[config.mk]
export PLATFORM = sky130hd
export DESIGN_NAME = r_station_flat
export DESIGN_NICKNAME = d
export VERILOG_FILES = /design/src/rtl/r_station_pkg.sv /design/src/rtl/r_station_if.sv /design/src/rtl/r_station_fifo.sv /design/src/rtl/r_station.sv /design/src/flat_wrapper.sv
export SDC_FILE = /design/constraint.sdc
export NUM_CORES = 1
export LEC_CHECK = 0
export ABC_AREA = 1
export BUFFER_PORTS_ARGS = -buffer_cell sky130_fd_sc_hd__buf_2
export CAP_MARGIN = 10
export CORE_ASPECT_RATIO = 0.7
export CORE_MARGIN = 5
export CORE_UTILIZATION = 57
export CTS_CLUSTER_DIAMETER = 60
export DETAILED_ROUTE_END_ITERATION = 6
export GPL_TIMING_DRIVEN = 0
export PLACE_DENSITY = 0.8
export SETUP_SLACK_MARGIN = 0.1
export SYNTH_ARGS = -nofsm -noshare
export SYNTH_HDL_FRONTEND = slang
export SYNTH_SLANG_ARGS = --single-unit
[constraint.sdc]
create_clock -name clk -period 2.3 [get_ports clk]
set_input_delay 0.23 -clock clk [delete_from_list [all_inputs] [get_ports clk]]
set_output_delay 0.23 -clock clk [all_outputs]
set_load 0.01 [all_outputs]
[src/rtl/r_station_pkg.sv]
// Shared widths and the decoded micro-op record carried through the issue queue.
package r_station_pkg;
    localparam int REG_AW   = 3;
    localparam int DEST_W   = 2;
    localparam int PC_W     = 16;
    localparam int UOP_OP_W = 4;
    localparam logic [REG_AW-1:0] REG_PC = 3'b011;

    typedef struct packed {
        logic [REG_AW-1:0]   a;
        logic [REG_AW-1:0]   b;
        logic [DEST_W-1:0]   dest;
        logic                wr;
        logic                wf;
        logic [UOP_OP_W-1:0] op;
        logic [PC_W-1:0]     pc;
    } uop_t;
endpackage

[src/rtl/r_station_if.sv]
// Decoder-side, register-file-side and ALU-stage signals of the issue station.
interface r_station_if #(
    parameter int DEPTH = 4,
    parameter int OP_W  = 4
);
    import r_station_pkg::*;
    localparam int CNT_W = $clog2(DEPTH) + 1;

    logic              in_valid;
    logic              in_ready;
    logic [REG_AW-1:0] in_a;
    logic [REG_AW-1:0] in_b;
    logic [DEST_W-1:0] in_dest;
    logic              in_wr;
    logic              in_wf;
    logic [OP_W-1:0]   in_op;
    logic [PC_W-1:0]   in_pc;
    logic              hold;
    logic              flush;
    logic [REG_AW-1:0] r_a_addr;
    logic [REG_AW-1:0] r_b_addr;
    logic [PC_W-1:0]   r_pc;
    logic              alu_valid;
    logic [OP_W-1:0]   alu_op;
    logic              dest_r_wr;
    logic [DEST_W-1:0] dest_r_addr;
    logic              dest_w_flags;
    logic [CNT_W-1:0]  count;

    modport master (
        output in_valid, in_a, in_b, in_dest, in_wr, in_wf, in_op, in_pc, hold, flush,
        input  in_ready, r_a_addr, r_b_addr, r_pc, alu_valid, alu_op,
               dest_r_wr, dest_r_addr, dest_w_flags, count
    );

    modport slave (
        input  in_valid, in_a, in_b, in_dest, in_wr, in_wf, in_op, in_pc, hold, flush,
        output in_ready, r_a_addr, r_b_addr, r_pc, alu_valid, alu_op,
               dest_r_wr, dest_r_addr, dest_w_flags, count
    );
endinterface

[src/rtl/r_station_fifo.sv]
// Circular buffer of micro-ops; full/empty come from the occupancy count, not pointer compare.
module uop_fifo
    import r_station_pkg::*;
#(
    parameter int DEPTH = 4
) (
    input  logic                   clk,
    input  logic                   rst_n,
    input  logic                   i_flush,
    input  logic                   i_push,
    input  uop_t                   i_data,
    input  logic                   i_pop,
    output uop_t                   o_head,
    output logic [$clog2(DEPTH):0] o_count
);
    localparam int AW = $clog2(DEPTH);
    localparam int CW = AW + 1;

    uop_t          r_mem [DEPTH];
    logic [AW-1:0] r_wp;
    logic [AW-1:0] r_rp;
    logic [CW-1:0] r_count;

    // Flush only rewinds pointers; stale entries are unreachable once count is zero.
    always_ff @(posedge clk or negedge rst_n) begin
        if (!rst_n) begin
            for (int i = 0; i < DEPTH; i++) r_mem[i] <= '0;
            r_wp    <= '0;
            r_rp    <= '0;
            r_count <= '0;
        end else if (i_flush) begin
            r_wp    <= '0;
            r_rp    <= '0;
            r_count <= '0;
        end else begin
            if (i_push) begin
                r_mem[r_wp] <= i_data;
                r_wp        <= r_wp + AW'(1);
            end
            if (i_pop) r_rp <= r_rp + AW'(1);
            r_count <= r_count + CW'(i_push) - CW'(i_pop);
        end
    end

    assign o_head  = r_mem[r_rp];
    assign o_count = r_count;
endmodule

[src/rtl/r_station.sv]
// Issue station: in-order uop queue feeding the register file, plus one ALU-aligned stage.
module r_station
    import r_station_pkg::*;
#(
    parameter int DEPTH = 4,
    parameter int OP_W  = UOP_OP_W
) (
    input logic        clk,
    input logic        rst_n,
    r_station_if.slave bus
);
    localparam int CNT_W = $clog2(DEPTH) + 1;

    logic              w_full;
    logic              w_enq;
    logic              w_iss;
    logic [CNT_W-1:0]  w_count;
    uop_t              w_in_uop;
    uop_t              w_head;

    logic              r_alu_valid;
    logic [OP_W-1:0]   r_alu_op;
    logic [DEST_W-1:0] r_alu_dest;
    logic              r_alu_wr;
    logic              r_alu_wf;

    // Ready comes only from registered occupancy, so a full queue never accepts even while issuing.
    assign w_full       = (w_count == CNT_W'(DEPTH));
    assign bus.in_ready = ~w_full;
    assign w_enq        = bus.in_valid & ~w_full & ~bus.flush;
    assign w_iss        = (w_count != '0) & ~bus.hold & ~bus.flush;

    assign w_in_uop = '{a: bus.in_a, b: bus.in_b, dest: bus.in_dest, wr: bus.in_wr,
                        wf: bus.in_wf, op: UOP_OP_W'(bus.in_op), pc: bus.in_pc};

    uop_fifo #(.DEPTH(DEPTH)) u_fifo (
        .clk     (clk),
        .rst_n   (rst_n),
        .i_flush (bus.flush),
        .i_push  (w_enq),
        .i_data  (w_in_uop),
        .i_pop   (w_iss),
        .o_head  (w_head),
        .o_count (w_count)
    );

    assign bus.r_a_addr = w_head.a;
    assign bus.r_b_addr = w_head.b;
    assign bus.r_pc     = w_head.pc;
    assign bus.count    = w_count;

    // Hold, flush and empty all become a bubble; op/dest keep their last value.
    always_ff @(posedge clk or negedge rst_n) begin
        if (!rst_n) begin
            r_alu_valid <= 1'b0;
            r_alu_op    <= '0;
            r_alu_dest  <= '0;
            r_alu_wr    <= 1'b0;
            r_alu_wf    <= 1'b0;
        end else if (w_iss) begin
            r_alu_valid <= 1'b1;
            r_alu_op    <= OP_W'(w_head.op);
            r_alu_dest  <= w_head.dest;
            r_alu_wr    <= w_head.wr;
            r_alu_wf    <= w_head.wf;
        end else begin
            r_alu_valid <= 1'b0;
            r_alu_wr    <= 1'b0;
            r_alu_wf    <= 1'b0;
        end
    end

    assign bus.alu_valid    = r_alu_valid;
    assign bus.alu_op       = r_alu_op;
    assign bus.dest_r_addr  = r_alu_dest;
    assign bus.dest_r_wr    = r_alu_valid & r_alu_wr;
    assign bus.dest_w_flags = r_alu_valid & r_alu_wf;
endmodule
[src/flat_wrapper.sv]
// flat-port wrapper written by rule: the top's interface ports become plain ports
module r_station_flat import r_station_pkg::*;
#(
    parameter int DEPTH = 4,
    parameter int OP_W  = UOP_OP_W
)
  (clk, rst_n, bus_in_valid, bus_in_a, bus_in_b, bus_in_dest, bus_in_wr, bus_in_wf, bus_in_op, bus_in_pc, bus_hold, bus_flush, bus_in_ready, bus_r_a_addr, bus_r_b_addr, bus_r_pc, bus_alu_valid, bus_alu_op, bus_dest_r_wr, bus_dest_r_addr, bus_dest_w_flags, bus_count);
  r_station_if #(.DEPTH(DEPTH), .OP_W(OP_W)) bus_i ();
  input logic clk;
  input logic rst_n;
  input wire logic [$bits(bus_i.in_valid)-1:0] bus_in_valid;
  input wire logic [$bits(bus_i.in_a)-1:0] bus_in_a;
  input wire logic [$bits(bus_i.in_b)-1:0] bus_in_b;
  input wire logic [$bits(bus_i.in_dest)-1:0] bus_in_dest;
  input wire logic [$bits(bus_i.in_wr)-1:0] bus_in_wr;
  input wire logic [$bits(bus_i.in_wf)-1:0] bus_in_wf;
  input wire logic [$bits(bus_i.in_op)-1:0] bus_in_op;
  input wire logic [$bits(bus_i.in_pc)-1:0] bus_in_pc;
  input wire logic [$bits(bus_i.hold)-1:0] bus_hold;
  input wire logic [$bits(bus_i.flush)-1:0] bus_flush;
  output wire logic [$bits(bus_i.in_ready)-1:0] bus_in_ready;
  output wire logic [$bits(bus_i.r_a_addr)-1:0] bus_r_a_addr;
  output wire logic [$bits(bus_i.r_b_addr)-1:0] bus_r_b_addr;
  output wire logic [$bits(bus_i.r_pc)-1:0] bus_r_pc;
  output wire logic [$bits(bus_i.alu_valid)-1:0] bus_alu_valid;
  output wire logic [$bits(bus_i.alu_op)-1:0] bus_alu_op;
  output wire logic [$bits(bus_i.dest_r_wr)-1:0] bus_dest_r_wr;
  output wire logic [$bits(bus_i.dest_r_addr)-1:0] bus_dest_r_addr;
  output wire logic [$bits(bus_i.dest_w_flags)-1:0] bus_dest_w_flags;
  output wire logic [$bits(bus_i.count)-1:0] bus_count;
  assign bus_i.in_valid = bus_in_valid;
  assign bus_i.in_a = bus_in_a;
  assign bus_i.in_b = bus_in_b;
  assign bus_i.in_dest = bus_in_dest;
  assign bus_i.in_wr = bus_in_wr;
  assign bus_i.in_wf = bus_in_wf;
  assign bus_i.in_op = bus_in_op;
  assign bus_i.in_pc = bus_in_pc;
  assign bus_i.hold = bus_hold;
  assign bus_i.flush = bus_flush;
  assign bus_in_ready = bus_i.in_ready;
  assign bus_r_a_addr = bus_i.r_a_addr;
  assign bus_r_b_addr = bus_i.r_b_addr;
  assign bus_r_pc = bus_i.r_pc;
  assign bus_alu_valid = bus_i.alu_valid;
  assign bus_alu_op = bus_i.alu_op;
  assign bus_dest_r_wr = bus_i.dest_r_wr;
  assign bus_dest_r_addr = bus_i.dest_r_addr;
  assign bus_dest_w_flags = bus_i.dest_w_flags;
  assign bus_count = bus_i.count;
  r_station #(.DEPTH(DEPTH), .OP_W(OP_W)) u_core (.clk(clk), .rst_n(rst_n), .bus(bus_i));
endmodule
# [Word-level counts from Yosys, hierarchy flattened]
# Cells that the tools add are included.
[word_totals] register_bits=136 latch_bits=0 mem_bits_rw=0 romBits=0 out_inout_bits=35 wordCells=74 n_memories=0
[classes] add_sub_neg=4 multipliers=0 n_div=0 magnitude_cmp=3 n_eq_ne=1 shifts=0 mux=14 n_bitwise=11 reduce_logical=5
[ops] op="120-bit bitwise mux" count=1
[ops] op="30-bit two-way mux" count=3
[ops] op="30-bit binary-select mux with 2-bit select" count=1
[ops] op="30-bit demux with 2-bit select" count=1
[ops] op="2-bit two-way mux" count=4
[ops] op="1-bit AND" count=6
[ops] op="3-bit >= comparator, second input constant" count=2
[ops] op="2-bit NOT with 3-bit output" count=2
[ops] op="2-bit by 1-bit adder with 2-bit output, second input constant" count=2
[ops] op="2-bit nonzero test" count=2
[ops] op="3-bit by 1-bit adder with 3-bit output" count=1
[ops] op="3-bit == test, second input constant" count=1
[ops] op="3-bit by 1-bit < comparator with 1-bit output, second input constant" count=1
[ops] op="1-bit two-way mux" count=3
[ops] op="3-bit two-way mux" count=1
[ops] op="1-bit NOT" count=3
[ops] op="3-bit nonzero test" count=1
[ops] op="3-bit by 1-bit subtractor with 3-bit output" count=1
[ops] op="2-bit AND reduction" count=1
[ops] op="1-bit logical AND" count=1

# [Depth between registers and ports, before layout]
[depth] ltp_word=7 mapped_depth=12

# [Hierarchy]
# From an unflattened synthesis, not the netlist that was laid out.
[unflattened] hier_cells=737 area_unflattened_um2=6209.7
[by_module_without_submodules] mod="uop_fifo" instances=1 cells_per_inst=693 area_per_inst_um2=5790.6
[by_module_without_submodules] mod="r_station" instances=1 cells_per_inst=44 area_per_inst_um2=419.2

# [Least setup slack after synthesis]
# Ideal clock, no wire load.
[synth_timing] path_type="flip-flop to flip-flop" from="reg u_core.u_fifo.r_count[1], in the netlist u_core.u_fifo.o_count[1]" to="reg u_core.u_fifo.r_count[2], in the netlist u_core.u_fifo.o_count[2]" setup_time_ns=0.117 arrival_ns=2.006 path_slack_ns=0.177 stages_incl_launch_ff=12 period_less_slack_ns=2.123 path_cell_list="dfrtp_1 nor2_1 nand2_1 nand3_2 inv_1 ha_1 inv_1 ha_1 inv_1 fa_1 nor2_1 nor2_1"
[synth_rtl] element="start, declared" line_no="r_station_fifo.sv:22" rtl="logic [CW-1:0] r_count;"
[synth_rtl] element="start signal, assigned" line_no="r_station_fifo.sv:41" rtl="r_count <= r_count + CW'(i_push) - CW'(i_pop);"
[synth_rtl] element="3-bit nonzero test" line_no="r_station.sv:31" rtl="assign w_iss = (w_count != '0) & ~bus.hold & ~bus.flush;"
[synth_rtl] element="1-bit AND (2 in series)" line_no="r_station.sv:31"
[synth_rtl] element="net u_core.u_fifo.i_pop" line_no="r_station_fifo.sv:12" rtl="input logic i_pop,"
[synth_rtl] element="3-bit by 1-bit subtractor with 3-bit output" line_no="r_station_fifo.sv:41"
[synth_rtl] element="3-bit two-way mux" line_no="r_station_fifo.sv:31" rtl="end else if (i_flush) begin"
# The timed path passes the listed nets, and every way through them passes these cells.
# A chain may end at the register's enable or synchronous reset.

==> run metrics <==
minimum clock period=2.185 ns; worst skew pair latency=0.42 ns; final slew viol count=0; area grow syn2layout=19.02%; design area=8003 sq um; switching power=4512 uW; XOR/XNOR share of the synthesized area=0.2605%; routed vias=6724; pin count of the biggest net entering global routing=89; Power per Cell Area=1425 nW/um^2; Worst slew margin=52.48%; Post-synth top cells=nand2_1 (298), dfrtp_1 (136), nand4_1 (125); die width=139.8 um; sequential cell fraction of total power=34.7%; dpl cells=1056; Max Clock Freq=457.6 MHz; Crit Path Max Fanout=10; synth top area cells=dfrtp_1 (51%), nand2_1 (17%), nand4_1 (12%); Syn Nets=871; status=finished clean; ys async rst share=100.0%; antenna violations before repair=0; die area=14100 sq um; routed wire length=22160 um; Synth top area share=50.61%; FILL cells=955; number of global-route vias before repair=6392; DP Area=7300 sq um; Synth Instances=829; Final #Nets=969; first-pass GRT wire length=34890 um; Internal Pwr Total=6896 uW; Routed Antenna Nets=0; setup TNS=0 ns; multiplexer area fraction after synthesis=0%; final hold slack=0.07473 ns; # port buffers=69; 1st-pass router iterations=5; worst path arrival time=1.96 ns; GRT Util Overall=32.29%; final worst path period share=95.00%; Startpoint Class=flip-flop; post-synthesis area per instance=8.111 sq um; CTS tree=yes; standard-cell row count=33; clock share of power=22.0%; Critical Path RT=2.07 ns; Max-Cap Viols=0; critical path class=flip-flop to primary output; Synth Area in Adders=1.414%; non-filler instance count after layout=1096; ANT cells=0; Primary FF master, synth=dfrtp_1; Max clock buf depth=2; mapped cell area=6724 sq um; Reg clk slew, reported paths=0.05 ns; most frequent cell after synthesis=nand2_1; post-route total power=11410 uW; total gr overflow=0; Placeable Area=11640 sq um; post-synthesis sequential area ratio=50.61%; Initial Util=57.75%; Num CTS Buffers=17; drt initial violations=968; CP endpoint kind=primary output; final hold vios=0; VDD IR max=0.0007840 V; RSZ-0062 raised after global routing=true; Placer Congestion=0.9514; switching share of power=39.55%; post-synth top area cell=dfrtp_1; Ports=70; Synth Area in Simple Gates=32.19%; Detail Placement HPWL=14280 um; compound-cell area share of the yosys netlist=6.866%; share of layout cells above drive strength 1=20.02%; Worst Tran Pin Value=0.7128 ns; Root Driver=clkbuf_16; clk sinks=136; WL per Instance=20.22 um; Final setup violation count=0; Synth Warn #=0; Max H-tree Level=4; Die H=100.9 um; vias per std cell=6.135; # DRC=0; largest family of logic cells by synthesized area=simple AND/OR/NAND/NOR gates; Seq cells post-synth=136; synth unique cells=21; Pleak=0.004260 uW; Final Skew=0.007522 ns; Comb power frac=43.2%; EDFF count, synth=0; hold crit path type=input port to flip-flop
power groups by stage:
stage	logic, uW	registers, uW	clock network [uW]
floorplan	3070	3840	0
global placement	4430	3910	0
detailed placement	4580	3940	0
CTS	4710	3940	2510
global route	5420	4060	2630
finish	4930	3960	2510
cell type report:
cell class / instances / area [sq um] / share of cell area [%]
Sequential cell: 136 / 3406 / 42.56
Multi-Input combinational cell: 586 / 2791 / 34.88
Buffer: 92 / 568.0 / 7.098
Clock buffer: 21 / 450.4 / 5.629
Timing Repair Buffer: 79 / 449.2 / 5.613
Tap cell: 157 / 196.4 / 2.455
Clock inverter: 10 / 80.08 / 1.001
Inverter: 15 / 61.31 / 0.7661
final timing paths:
check                      slack, ns                                   to                                 from  cells after the start
max                             0.11                          bus_r_pc[0]    u_core.u_fifo.r_rp[0]$_DFFE_PN0P_                      7
min                             0.07   u_core.u_fifo.o_count[1]$_DFF_PN0_                            bus_flush                      2
max reg2reg                     0.15   u_core.u_fifo.o_count[1]$_DFF_PN0_   u_core.u_fifo.o_count[1]$_DFF_PN0_                     10
min reg2reg                     0.47  u_core.u_fifo.r_mem[46]$_DFFE_PN0P_  u_core.u_fifo.r_mem[46]$_DFFE_PN0P_                      2
max in group asynchronous       1.19  u_core.u_fifo.r_mem[75]$_DFFE_PN0P_                                rst_n                      3
min in group asynchronous       0.31  u_core.u_fifo.r_mem[68]$_DFFE_PN0P_                                rst_n                      2
kinds of logic (layout without fill, tap and decap cells):
logic type               after synthesis  count (layout)
XOR/XNOR                               2               2
flip-flops                           136             136
buffers and inverters                107             217
adder cells (fa/ha/maj)                7               7
AO/OA/AOI/OAI                         86              86
AND/OR/NAND/NOR                      491             491
per-stage QoR:
stage | utilization [%] | setup WS, ns
2_1_floorplan | - | 0.1774
6_report | 68.73 | 0.1149
5_1_grt | 68.73 | 0.06418
3_5_place_dp | 62.69 | -0.2700
3_3_place_gp | 62.40 | -0.8610
4_1_cts | 67.89 | 0.06703
flip-flops by register name (all words and copies together) (netlist names):
register	flops
u_core.u_fifo.r_wp	2
u_core.r_alu_wf	1
u_core.u_fifo.o_count	3
u_core.r_alu_wr	1
u_core.u_fifo.r_mem	120
u_core.bus.alu_valid	1
u_core.u_fifo.r_rp	2
u_core.bus.alu_op	4
u_core.bus.dest_r_addr	2
placed cells by master (no fill, tap or decap), drive strengths merged:
master / n
clkinvlp: 3
nor2: 65
fa: 1
dfrtp: 136
nand4: 125
bufinv: 1
clkbuf: 46
xor2: 2
ha: 6
inv: 13
o22ai: 22
clkinv: 8
buf: 145
nand2: 298
nand3: 3
a21oi: 3
o21ai: 61
dlygate4sd3: 1
layer usage:
metal	part of all wire (%)	up-vias	track usage (%)
li1	-	2974	-
met1	39	3162	43.87
met2	42	511	46.47
met3	15	75	12.52
met4	3.3	2	13.33
met5	0.21	-	2.456
worst max-delay path, stage by stage, from the launching register on:
cell,delay [ns]
dfrtp_1,0.35
buf_2,0.17
clkinv_2,0.11
buf_2,0.27
nor2_1,0.07
o22ai_1,0.29
buf_4,0.16
buf_2,0.12
repair_timing:
item	in CTS	in global routing
buffers inserted	2	6
cloned	0	0
hold buffers	1	0
gates resized for setup	24	22
endpoints found under the hold margin	48	0
pin swaps	1	5
setup endpoints to repair	24	23
(Power assumes the default switching activity.)
